**src/rtl/dma_pkg.sv**
```systemverilog
// Shared DMA constants, channel-id type and the round-robin pick helper
// used by the LINT master arbiters.
package dma_pkg;

  localparam int DMA_CH_NUM   = 4;
  localparam int LINT_ADDR_WD = 32;
  localparam int LINT_DATA_WD = 32;
  localparam int LINT_BE_WD   = LINT_DATA_WD / 8;
  localparam int CH_ID_WD     = $clog2(DMA_CH_NUM);

  typedef logic [CH_ID_WD-1:0] ch_id_t;

  // rr_pick works on a fixed maximum width so any CH_NUM up to 32 can use it
  localparam int RR_MAX_CH = 32;
  localparam int RR_IDX_WD = 5;

  typedef struct packed {
    logic                 found;
    logic [RR_MAX_CH-1:0] onehot;
    logic [RR_IDX_WD-1:0] idx;
  } rr_pick_t;

  // First requester at or above ptr, wrapping modulo n (ptr < n assumed).
  function automatic rr_pick_t rr_pick(input logic [RR_MAX_CH-1:0] req,
                                       input logic [RR_IDX_WD-1:0] ptr,
                                       input logic [RR_IDX_WD:0]   n);
    rr_pick_t             r;
    logic [RR_IDX_WD:0]   c;
    r = '0;
    c = '0;
    // Scan from the farthest offset down so the nearest requester wins last
    for (int i = RR_MAX_CH - 1; i >= 0; i--) begin
      if (i < int'(n)) begin
        c = {1'b0, ptr} + (RR_IDX_WD + 1)'(i);
        if (c >= n) c = c - n;
        if (req[c[RR_IDX_WD-1:0]]) begin
          r.found = 1'b1;
          r.idx   = c[RR_IDX_WD-1:0];
        end
      end
    end
    if (r.found) r.onehot = RR_MAX_CH'(1) << r.idx;
    return r;
  endfunction

endpackage

```
**src/rtl/lint_id_fifo.sv**
```systemverilog
// In-order FIFO of channel ids for accepted LINT transactions; a pop and a
// push in the same cycle are both honoured, even when full.
module lint_id_fifo
  import dma_pkg::*;
#(
  parameter int DEPTH = 4,
  parameter int ID_WD = CH_ID_WD
) (
  input  logic                     clk_i,
  input  logic                     rstn_i,
  input  logic                     i_push,
  input  logic [ID_WD-1:0]         i_data,
  input  logic                     i_pop,
  output logic [ID_WD-1:0]         o_head,
  output logic                     o_full,
  output logic                     o_empty,
  output logic [$clog2(DEPTH):0]   o_count
);

  localparam int PW = (DEPTH > 1) ? $clog2(DEPTH) : 1;
  localparam int CW = $clog2(DEPTH) + 1;
  localparam logic [PW-1:0] LAST = PW'(DEPTH - 1);

  logic [ID_WD-1:0] r_mem [DEPTH];
  logic [PW-1:0]    r_wr;
  logic [PW-1:0]    r_rd;
  logic [CW-1:0]    r_cnt;
  logic             w_do_push;
  logic             w_do_pop;

  assign o_empty   = (r_cnt == '0);
  assign o_full    = (r_cnt == CW'(DEPTH));
  assign o_count   = r_cnt;
  assign o_head    = r_mem[r_rd];
  assign w_do_pop  = i_pop & ~o_empty;
  assign w_do_push = i_push & (~o_full | w_do_pop);

  always_ff @(posedge clk_i) begin
    if (w_do_push) r_mem[r_wr] <= i_data;
  end

  always_ff @(posedge clk_i or negedge rstn_i) begin
    if (!rstn_i) begin
      r_wr  <= '0;
      r_rd  <= '0;
      r_cnt <= '0;
    end else begin
      if (w_do_push) r_wr <= (r_wr == LAST) ? '0 : r_wr + 1'b1;
      if (w_do_pop)  r_rd <= (r_rd == LAST) ? '0 : r_rd + 1'b1;
      case ({w_do_push, w_do_pop})
        2'b10:   r_cnt <= r_cnt + 1'b1;
        2'b01:   r_cnt <= r_cnt - 1'b1;
        default: r_cnt <= r_cnt;
      endcase
    end
  end

endmodule

```
**src/rtl/lint_master_arbiter.sv**
```systemverilog
// Round-robin arbiter sharing one LINT master port among CH_NUM channels,
// with request lock while stalled and in-order response routing.
module lint_master_arbiter
  import dma_pkg::*;
#(
  parameter int CH_NUM          = DMA_CH_NUM,
  parameter int ADDR_WD         = LINT_ADDR_WD,
  parameter int DATA_WD         = LINT_DATA_WD,
  parameter int BE_WD           = DATA_WD / 8,
  parameter int MAX_OUTSTANDING = 4,
  parameter int CH_ID_WD        = $clog2(CH_NUM)
) (
  input  logic                          clk_i,
  input  logic                          rstn_i,
  input  logic [CH_NUM-1:0]             ch_req_i,
  input  logic [CH_NUM-1:0]             ch_we_i,
  input  logic [CH_NUM*BE_WD-1:0]       ch_be_i,
  input  logic [CH_NUM*DATA_WD-1:0]     ch_wdata_i,
  input  logic [CH_NUM*ADDR_WD-1:0]     ch_addr_i,
  output logic [CH_NUM-1:0]             ch_gnt_o,
  output logic [CH_NUM-1:0]             ch_rvalid_o,
  output logic [DATA_WD-1:0]            ch_rdata_o,
  output logic                          m_req_o,
  output logic                          m_we_o,
  output logic [BE_WD-1:0]              m_be_o,
  output logic [DATA_WD-1:0]            m_wdata_o,
  output logic [ADDR_WD-1:0]            m_addr_o,
  input  logic                          m_gnt_i,
  input  logic                          m_rvalid_i,
  input  logic [DATA_WD-1:0]            m_rdata_i,
  output logic [$clog2(MAX_OUTSTANDING):0] outstanding_o,
  output logic                          err_o
);

  localparam logic [CH_ID_WD-1:0] LAST_CH = CH_ID_WD'(CH_NUM - 1);

  logic [CH_ID_WD-1:0] r_ptr;
  logic [CH_ID_WD-1:0] r_lock_id;
  logic                r_lock;
  logic                r_err;
  logic [CH_ID_WD-1:0] w_sel;
  logic [CH_ID_WD-1:0] w_head;
  logic                w_lock_hit;
  logic                w_sel_valid;
  logic                w_accept;
  logic                w_pop;
  logic                w_full;
  logic                w_empty;
  rr_pick_t            w_rr;

  assign w_lock_hit  = r_lock & ch_req_i[r_lock_id];
  assign w_rr        = rr_pick(RR_MAX_CH'(ch_req_i), RR_IDX_WD'(r_ptr),
                               (RR_IDX_WD + 1)'(CH_NUM));
  assign w_sel       = w_lock_hit ? r_lock_id : w_rr.idx[CH_ID_WD-1:0];
  // A full id FIFO masks every channel, including a locked one
  assign w_sel_valid = (w_lock_hit | w_rr.found) & ~w_full;
  assign w_accept    = m_req_o & m_gnt_i;
  assign w_pop       = m_rvalid_i & ~w_empty;
  assign ch_rdata_o  = m_rdata_i;
  assign err_o       = r_err;

  always_comb begin
    m_req_o   = w_sel_valid;
    m_we_o    = 1'b0;
    m_be_o    = '0;
    m_wdata_o = '0;
    m_addr_o  = '0;
    ch_gnt_o  = '0;
    if (w_sel_valid) begin
      m_we_o          = ch_we_i[w_sel];
      m_be_o          = ch_be_i[w_sel*BE_WD +: BE_WD];
      m_wdata_o       = ch_wdata_i[w_sel*DATA_WD +: DATA_WD];
      m_addr_o        = ch_addr_i[w_sel*ADDR_WD +: ADDR_WD];
      ch_gnt_o[w_sel] = m_gnt_i;
    end
  end

  always_comb begin
    ch_rvalid_o = '0;
    if (w_pop) ch_rvalid_o[w_head] = 1'b1;
  end

  always_ff @(posedge clk_i or negedge rstn_i) begin
    if (!rstn_i) begin
      r_ptr     <= '0;
      r_lock    <= 1'b0;
      r_lock_id <= '0;
      r_err     <= 1'b0;
    end else begin
      r_err <= m_rvalid_i & w_empty;
      if (w_accept) begin
        r_lock <= 1'b0;
        r_ptr  <= (w_sel == LAST_CH) ? '0 : w_sel + 1'b1;
      end else if (m_req_o) begin
        // Stalled request must stay on the bus until granted
        r_lock    <= 1'b1;
        r_lock_id <= w_sel;
      end else if (r_lock & ~ch_req_i[r_lock_id]) begin
        r_lock <= 1'b0;
      end
    end
  end

  lint_id_fifo #(
    .DEPTH (MAX_OUTSTANDING),
    .ID_WD (CH_ID_WD)
  ) u_id_fifo (
    .clk_i   (clk_i),
    .rstn_i  (rstn_i),
    .i_push  (w_accept),
    .i_data  (w_sel),
    .i_pop   (w_pop),
    .o_head  (w_head),
    .o_full  (w_full),
    .o_empty (w_empty),
    .o_count (outstanding_o)
  );

endmodule

```
**config.mk**
```make
export PLATFORM = sky130hd
export DESIGN_NAME = lint_master_arbiter
export DESIGN_NICKNAME = d
export VERILOG_FILES = /design/src/rtl/dma_pkg.sv /design/src/rtl/lint_id_fifo.sv /design/src/rtl/lint_master_arbiter.sv
export SDC_FILE = /design/constraint.sdc
export NUM_CORES = 1
export LEC_CHECK = 0
export ABC_AREA = 1
export BUFFER_PORTS_ARGS = -buffer_cell sky130_fd_sc_hd__buf_4
export CAP_MARGIN = 20
export CORE_AREA = 2 2 167 169
export DETAILED_ROUTE_END_ITERATION = 12
export DIE_AREA = 0 0 169 171
export HOLD_SLACK_MARGIN = 0.15
export PLACE_DENSITY = 0.46
export SYNTH_ARGS = -nofsm -noshare
export SYNTH_HDL_FRONTEND = slang
export SYNTH_SLANG_ARGS = --single-unit
```
**constraint.sdc**
```tcl
create_clock -name clk_i -period 6.4 [get_ports clk_i]
set_input_delay 0.32 -clock clk_i [delete_from_list [all_inputs] [get_ports clk_i]]
set_output_delay 0.32 -clock clk_i [all_outputs]
set_load 0.01 [all_outputs]
```
# Yosys cells after proc, flatten, opt, wreduce, memory -nomap -nowiden
# Memories as Yosys holds them, arrays and structs flattened.
# Index checks and enable logic that the tools add are counted.
# totals
output_inout_bits	114
inputBits	316
ff_bits	13
ramBits	8
memories	1
elab_cells	107
# classes
muxes	44
n_reduce_logical	6
n_shift	3
eq_ne	6
n_lt_le_gt_ge	13
bitwise	15
n_addsub	12
# mem_list
name	words	width	rd	rd_ports_with_merged_regs	write_ports	line_no	source
u_id_fifo.r_mem	4	2	1	0	1	lint_id_fifo.sv:24	logic [ID_WD-1:0] r_mem [DEPTH];
# op_table
cell	count
$shiftx 128x8->32	2
$mux 32	2
$lt 5x6->1 const B	4
$bmux 1 s5	4
$mux 5	4
$mux 1	18
$mux 2	8
$shiftx 16x5->4	1
$mux 4	3
$sub 3x3->4 const B	3
$ge 3x3->1 const B	3
$lt 2x3->1 const B	3
$and 1x1->1	8
$eq 2x2->1 const B	4
$add 2x1->2 const B	3
$add 2x2->3 const B	2
$pmux 3 s2	1
$and 4x4->4	1
$bmux 1 s2	2
$demux 1 s2	2
$ge 2x1->1 const B	2
$not 1->1	4
$sub 2x3->4 const B	1
$add 2x1->3 const B	1
11 further kinds	13

# Logic depth before layout (Yosys ltp)
# logic_depth
depth_word	16
ltp_mapped	19
depth_no_buf	17

# Hierarchy
# A second synthesis with hierarchy kept.
# hier_totals
hier_cells	969
area_unflattened_um2	4759.6
# by_module_without_submodules
mod	area_each_um2	seq_area_each_um2	instances	cells_each
lint_master_arbiter	3957.5	150.1	1	889
lint_id_fifo	802.0	415.4	1	80

# Worst setup path before layout
# OpenSTA, ideal clock, no wires.
# synth_path
path_kind	register to register
from	reg r_ptr[0]
to	reg u_id_fifo.r_cnt[2] (netlist: u_id_fifo.o_count[2])
setup_ns	0.131
path_slack_ns	3.599
path_buffers	0
period_less_slack_ns	2.801
t_required_ns	6.269
arrival_time_ns	2.670
path_stages_with_launch	18
cell_sequence	dfrtp_1 -> inv_2 -> ha_1 -> inv_1 -> nand3_1 -> nand2_1 -> nor2_2 -> nor3_1 -> nand3_1 -> nand2_1 -> nor2_1 -> inv_1 -> ha_1 -> inv_1 -> fa_1 -> a21oi_1 -> o21ai_0 -> xor2_1
# synth_between
elab_chain_len	15
word_cells_on_any_way	35
cone_classes	add/sub (7); order compare (4); eq/ne (2); mux (17); bitwise (4); reduce/logical (1)
# synth_rtl
element	line_no	source
from (decl)	lint_master_arbiter.sv:37	logic [CH_ID_WD-1:0] r_ptr;
from (signal assigned)	lint_master_arbiter.sv:93	r_ptr <= (w_sel == LAST_CH) ? '0 : w_sel + 1'b1;
$add 2x2->3	dma_pkg.sv:34	c = {1'b0, ptr} + (RR_IDX_WD + 1)'(i);
$sub 3x3->4 / $ge 3x3->1 (equally long branches)	dma_pkg.sv:35	if (c >= n) c = c - n;
$mux 5	dma_pkg.sv:35	
$bmux 1 s5	dma_pkg.sv:36	if (req[c[RR_IDX_WD-1:0]]) begin
$mux 1 (not written as such)	dma_pkg.sv:36	
$mux 1 (3 in series)	dma_pkg.sv:36	
$mux 1 (*)	dma_pkg.sv:36	
$or 1x1->1 (*)	lint_master_arbiter.sv:56	assign w_sel_valid = (w_lock_hit | w_rr.found) & ~w_full;
$and 1x1->1 (*)	lint_master_arbiter.sv:56	
$and 1x1->1 (*)	lint_master_arbiter.sv:57	assign w_accept = m_req_o & m_gnt_i;
$and 1x1->1 (*)	lint_id_fifo.sv:36	assign w_do_push = i_push & (~o_full | w_do_pop);
$eq 2x1->1 / $eq 2x2->1 (equally long branches)	lint_id_fifo.sv:50	case ({w_do_push, w_do_pop})
$pmux 3 s2 / $reduce_bool 2->1 (equally long branches)	--	
to (signal assigned)	lint_id_fifo.sv:51	2'b10: r_cnt <= r_cnt + 1'b1;
to (signal assigned)	lint_id_fifo.sv:52	2'b01: r_cnt <= r_cnt - 1'b1;
to (signal assigned)	lint_id_fifo.sv:53	default: r_cnt <= r_cnt;
to (decl)	lint_id_fifo.sv:27	logic [CW-1:0] r_cnt;
# Every way passes the cells marked *; elsewhere a longest branch is shown, timed or not. The select of a mux whose other input is x is not followed.
# A chain may end at the register's enable or synchronous reset.

# Worst setup path after layout
# layout_path
from	reg r_ptr[0]
to	out m_addr_o[27]
# layout_between
elab_chain_len	12
word_cells_on_any_way	36
cone_classes	add/sub (7); order compare (4); shift (1); mux (22); bitwise (2)
# layout_rtl
element	line_no	source
$add 2x2->3	dma_pkg.sv:34	
$sub 3x3->4 / $ge 3x3->1 (equally long branches)	dma_pkg.sv:35	
$mux 5	dma_pkg.sv:35	
$bmux 1 s5	dma_pkg.sv:36	
$mux 1 (not written as such)	dma_pkg.sv:36	
$mux 2 / $mux 1 (equally long branches) (4 in series)	dma_pkg.sv:36	
$mux 2 / $or 1x1->1 (equally long branches)	lint_master_arbiter.sv:54, lint_master_arbiter.sv:56	
$shiftx 128x8->32 / $and 1x1->1 (equally long branches)	lint_master_arbiter.sv:73, lint_master_arbiter.sv:56	
$mux 32 (*)	lint_master_arbiter.sv:69	if (w_sel_valid) begin
to (decl)	lint_master_arbiter.sv:27	output logic [ADDR_WD-1:0] m_addr_o,
# Marks and branches as above.

==> flow_metrics.tcl <==
set metrics [dict create \
    drive_gt1_frac 0.308 \
    yosysWarnings 0 \
    max_cap_violations 0 \
    timing.setup.tns_ps 0 \
    startpoint "r_ptr[0]" \
    r2r_cells 15 \
    tritoncts "yes" \
    areaGrowthSynthToFinish_pct 54.0 \
    fp.dieArea_um2 28900 \
    timing.rr.end "r_ptr[0]" \
    final_cell_mix "buf_4, inv_1, nand3_1" \
    worst_path_most_repeated_cell "nand2_1" \
    max_freq_mhz 212 \
    wire_per_inst_um 15.1 \
    nFillCells 3188 \
    syn_area_per_cell_um2 5.29 \
    placementRows 61 \
    via_per_inst 4.34 \
    crit_arrival_ps 4390 \
    cp_max_fo 88 \
    yosysSeqAreaShare 0.110 \
    cts_root_buf "clkbuf_16" \
    rr_startpoint "r_ptr[0]" \
    skew_ps 4.76 \
    floorplan.initialDensity 0.188 \
    track_usage 0.155 \
    synth.top_cell.area_share 0.219 \
    min_period_ps 4710 \
    dp_hpwl_mm 18.0 \
    startpoint_type "flop" \
    cts_sinks 21 \
    drv_slew 0 \
    ys_types 26 \
    cpPeakStageDelay_ps 860 \
    nNetsFinal 1583 \
    worst_skew_pair.late_latency_ps 250 \
    tightest_slew_ps 990 \
    io_pins 430 \
    critPathCaptureType "output port" \
    hold_violations 0 \
    grt_setup_unrepaired "false" \
    layout_worst_path_cycle_share 0.737 \
    wirelength_mm 24.1 \
    grt_overflow 0 \
    slew_headroom 0.340 \
    htreeDepth 1 \
    clock_path_buffers 2 \
    critPathKind "flop to output port" \
    clkTransAtPathRegs_ps 60 \
    drt-pass1-iter-count 5 \
    fp.coreArea_um2 27300 \
    synth_nets 1306 \
    ys_seq_elements 21 \
    vias 6937 \
    drc 0 \
    grt_pass1_vias 6697 \
    yosys.area.top_type "nand3_1" \
    status "completed" \
    antenna_found_initial 1 \
    drt-initial-drc-count 413 \
    slowest_stage "nand2_4" \
    crit_required_ps 6080 \
    grt_max_degree 89 \
    fin_area_um2 7930 \
    routabilityCongestion 0.804 \
    drtAntennaViolNets 0 \
    reg2reg_slack_ps 2560 \
    crit_chain "inv_2 -> ha_1 -> inv_1 -> nor2_1 -> nor2_2 -> nand2_1 -> nand2_1 -> nand2_1 -> nand2_1 -> nand2_4 -> nand2_4 -> buf_4 -> nand2_1 -> nand3_1 -> a21oi_1 -> buf_4" \
    hold_path_class "primary input to flop" \
    syn-cell-area_um2 5150 \
    dieWidth_um 169 \
    numPortBuffers 365 \
    ys_top_cells_by_area "nand3_1, inv_1, nand2_1, nand3b_1, a21oi_1" \
    endpoint "m_addr_o[27]" \
    setup_violations 0 \
    layout_commonest_cell "buf_4" \
    numCtsBuffers 3 \
    grt_pass1_wl_mm 36.2 \
    die_h_um 171 \
    cts_resized 0 \
    synthCells 974 \
    whs_ps 290 \
    dpl_cell_area_um2 7830 \
]
==> worst max-delay path, delay by kind of cell (launching register included) <==
kind	cells	cell delay, ps
and+or+nand+nor	10	2030
buffers and inverters	4	1120
adders and majority gates	1	310
DFF	1	530
AOI/OAI and AO/OA	1	80
==> worst min path at each step <==
stage / startpoint / endpoint / slack (ps) / cells after the start
after floorplan: rstn_i / err_o / 20 / 0
after global placement: rstn_i / u_id_fifo.r_rd[0] / 190 / 1
after detailed placement: rstn_i / err_o / 180 / 1
after CTS: m_rvalid_i / err_o / 290 / 3
after global routing: m_rvalid_i / err_o / 280 / 3
final: m_rvalid_i / err_o / 290 / 3
==> cell type report <==
cell class	instances	area, um^2	share of cell area
multi-input cells	613	3150	0.397
repair buffers	372	2800	0.353
inverters	240	901	0.114
flip-flops and latches	21	566	0.0713
well taps	346	433	0.0546
clock buffers	3	75.1	0.00947
clock inverters	1	7.51	0.000947
diodes	1	2.50	0.000316
==> per-stage QoR <==
| step | setup WS (ps) | util | instances |
|---|---|---|---|
| final | 1690 | 0.290 | 1597 |
| after CTS | 1680 | 0.290 | 1596 |
| after global placement | 1970 | 0.287 | 1591 |
| after floorplan | 3600 | - | 974 |
| after global routing | 1300 | 0.290 | 1597 |
| after detailed placement | 1970 | 0.287 | 1591 |
==> cells by family (layout without fill, tap and decap cells) <==
| family | Yosys count | count (layout) | share of synthesized area |
|---|---|---|---|
| fa+ha+maj | 16 | 16 | 0.0403 |
| flops | 21 | 21 | 0.110 |
| xor+xnor | 2 | 2 | 0.00340 |
| simple gates | 509 | 509 | 0.479 |
| buf+inv | 340 | 616 | 0.283 |
| compound gates | 86 | 86 | 0.0848 |
| other cells | 0 | 1 | 0 |
==> state kept, by name (all words and copies together), names as in the netlist <==
signal and count:
r_ptr 2, u_id_fifo.o_count 3, u_id_fifo.r_mem 8, u_id_fifo.r_wr 2, err_o 1, u_id_fifo.r_rd 2, r_lock 1, r_lock_id 2
==> routing by layer <==
metal | GRT usage | vias to the layer above | wire (um)
met5 | 0 | - | 0
met4 | 0.0327 | 0 | 378
met3 | 0.0324 | 28 | 1680
met2 | 0.271 | 243 | 11800
met1 | 0.195 | 3126 | 10200
li1 | - | 3540 | -
==> what timing repair did <==
| item | in CTS | in global routing |
|---|---|---|
| hold buffers | 1 | 0 |
| setup buffers | 0 | 0 |
| hold endpoints to repair | 13 | 0 |
==> Yosys cell counts (all sizes together) <==
library cell and number:
nor3 1, dfrtp 13, buf 77, or2 1, nor2 21, a32oi 1, o211ai 1, fa 1
inv 240, nand3b 69, clkbuf 23, edfxtp 8, a21oi 73, nand4 1, nand2 191, o21ai 11
nand3 225, ha 15, xor2 1, xnor2 1
Power is left out: the tool's default activity adds up to more than one toggle a clock period on the data nets, which glitch-free logic cannot reach.
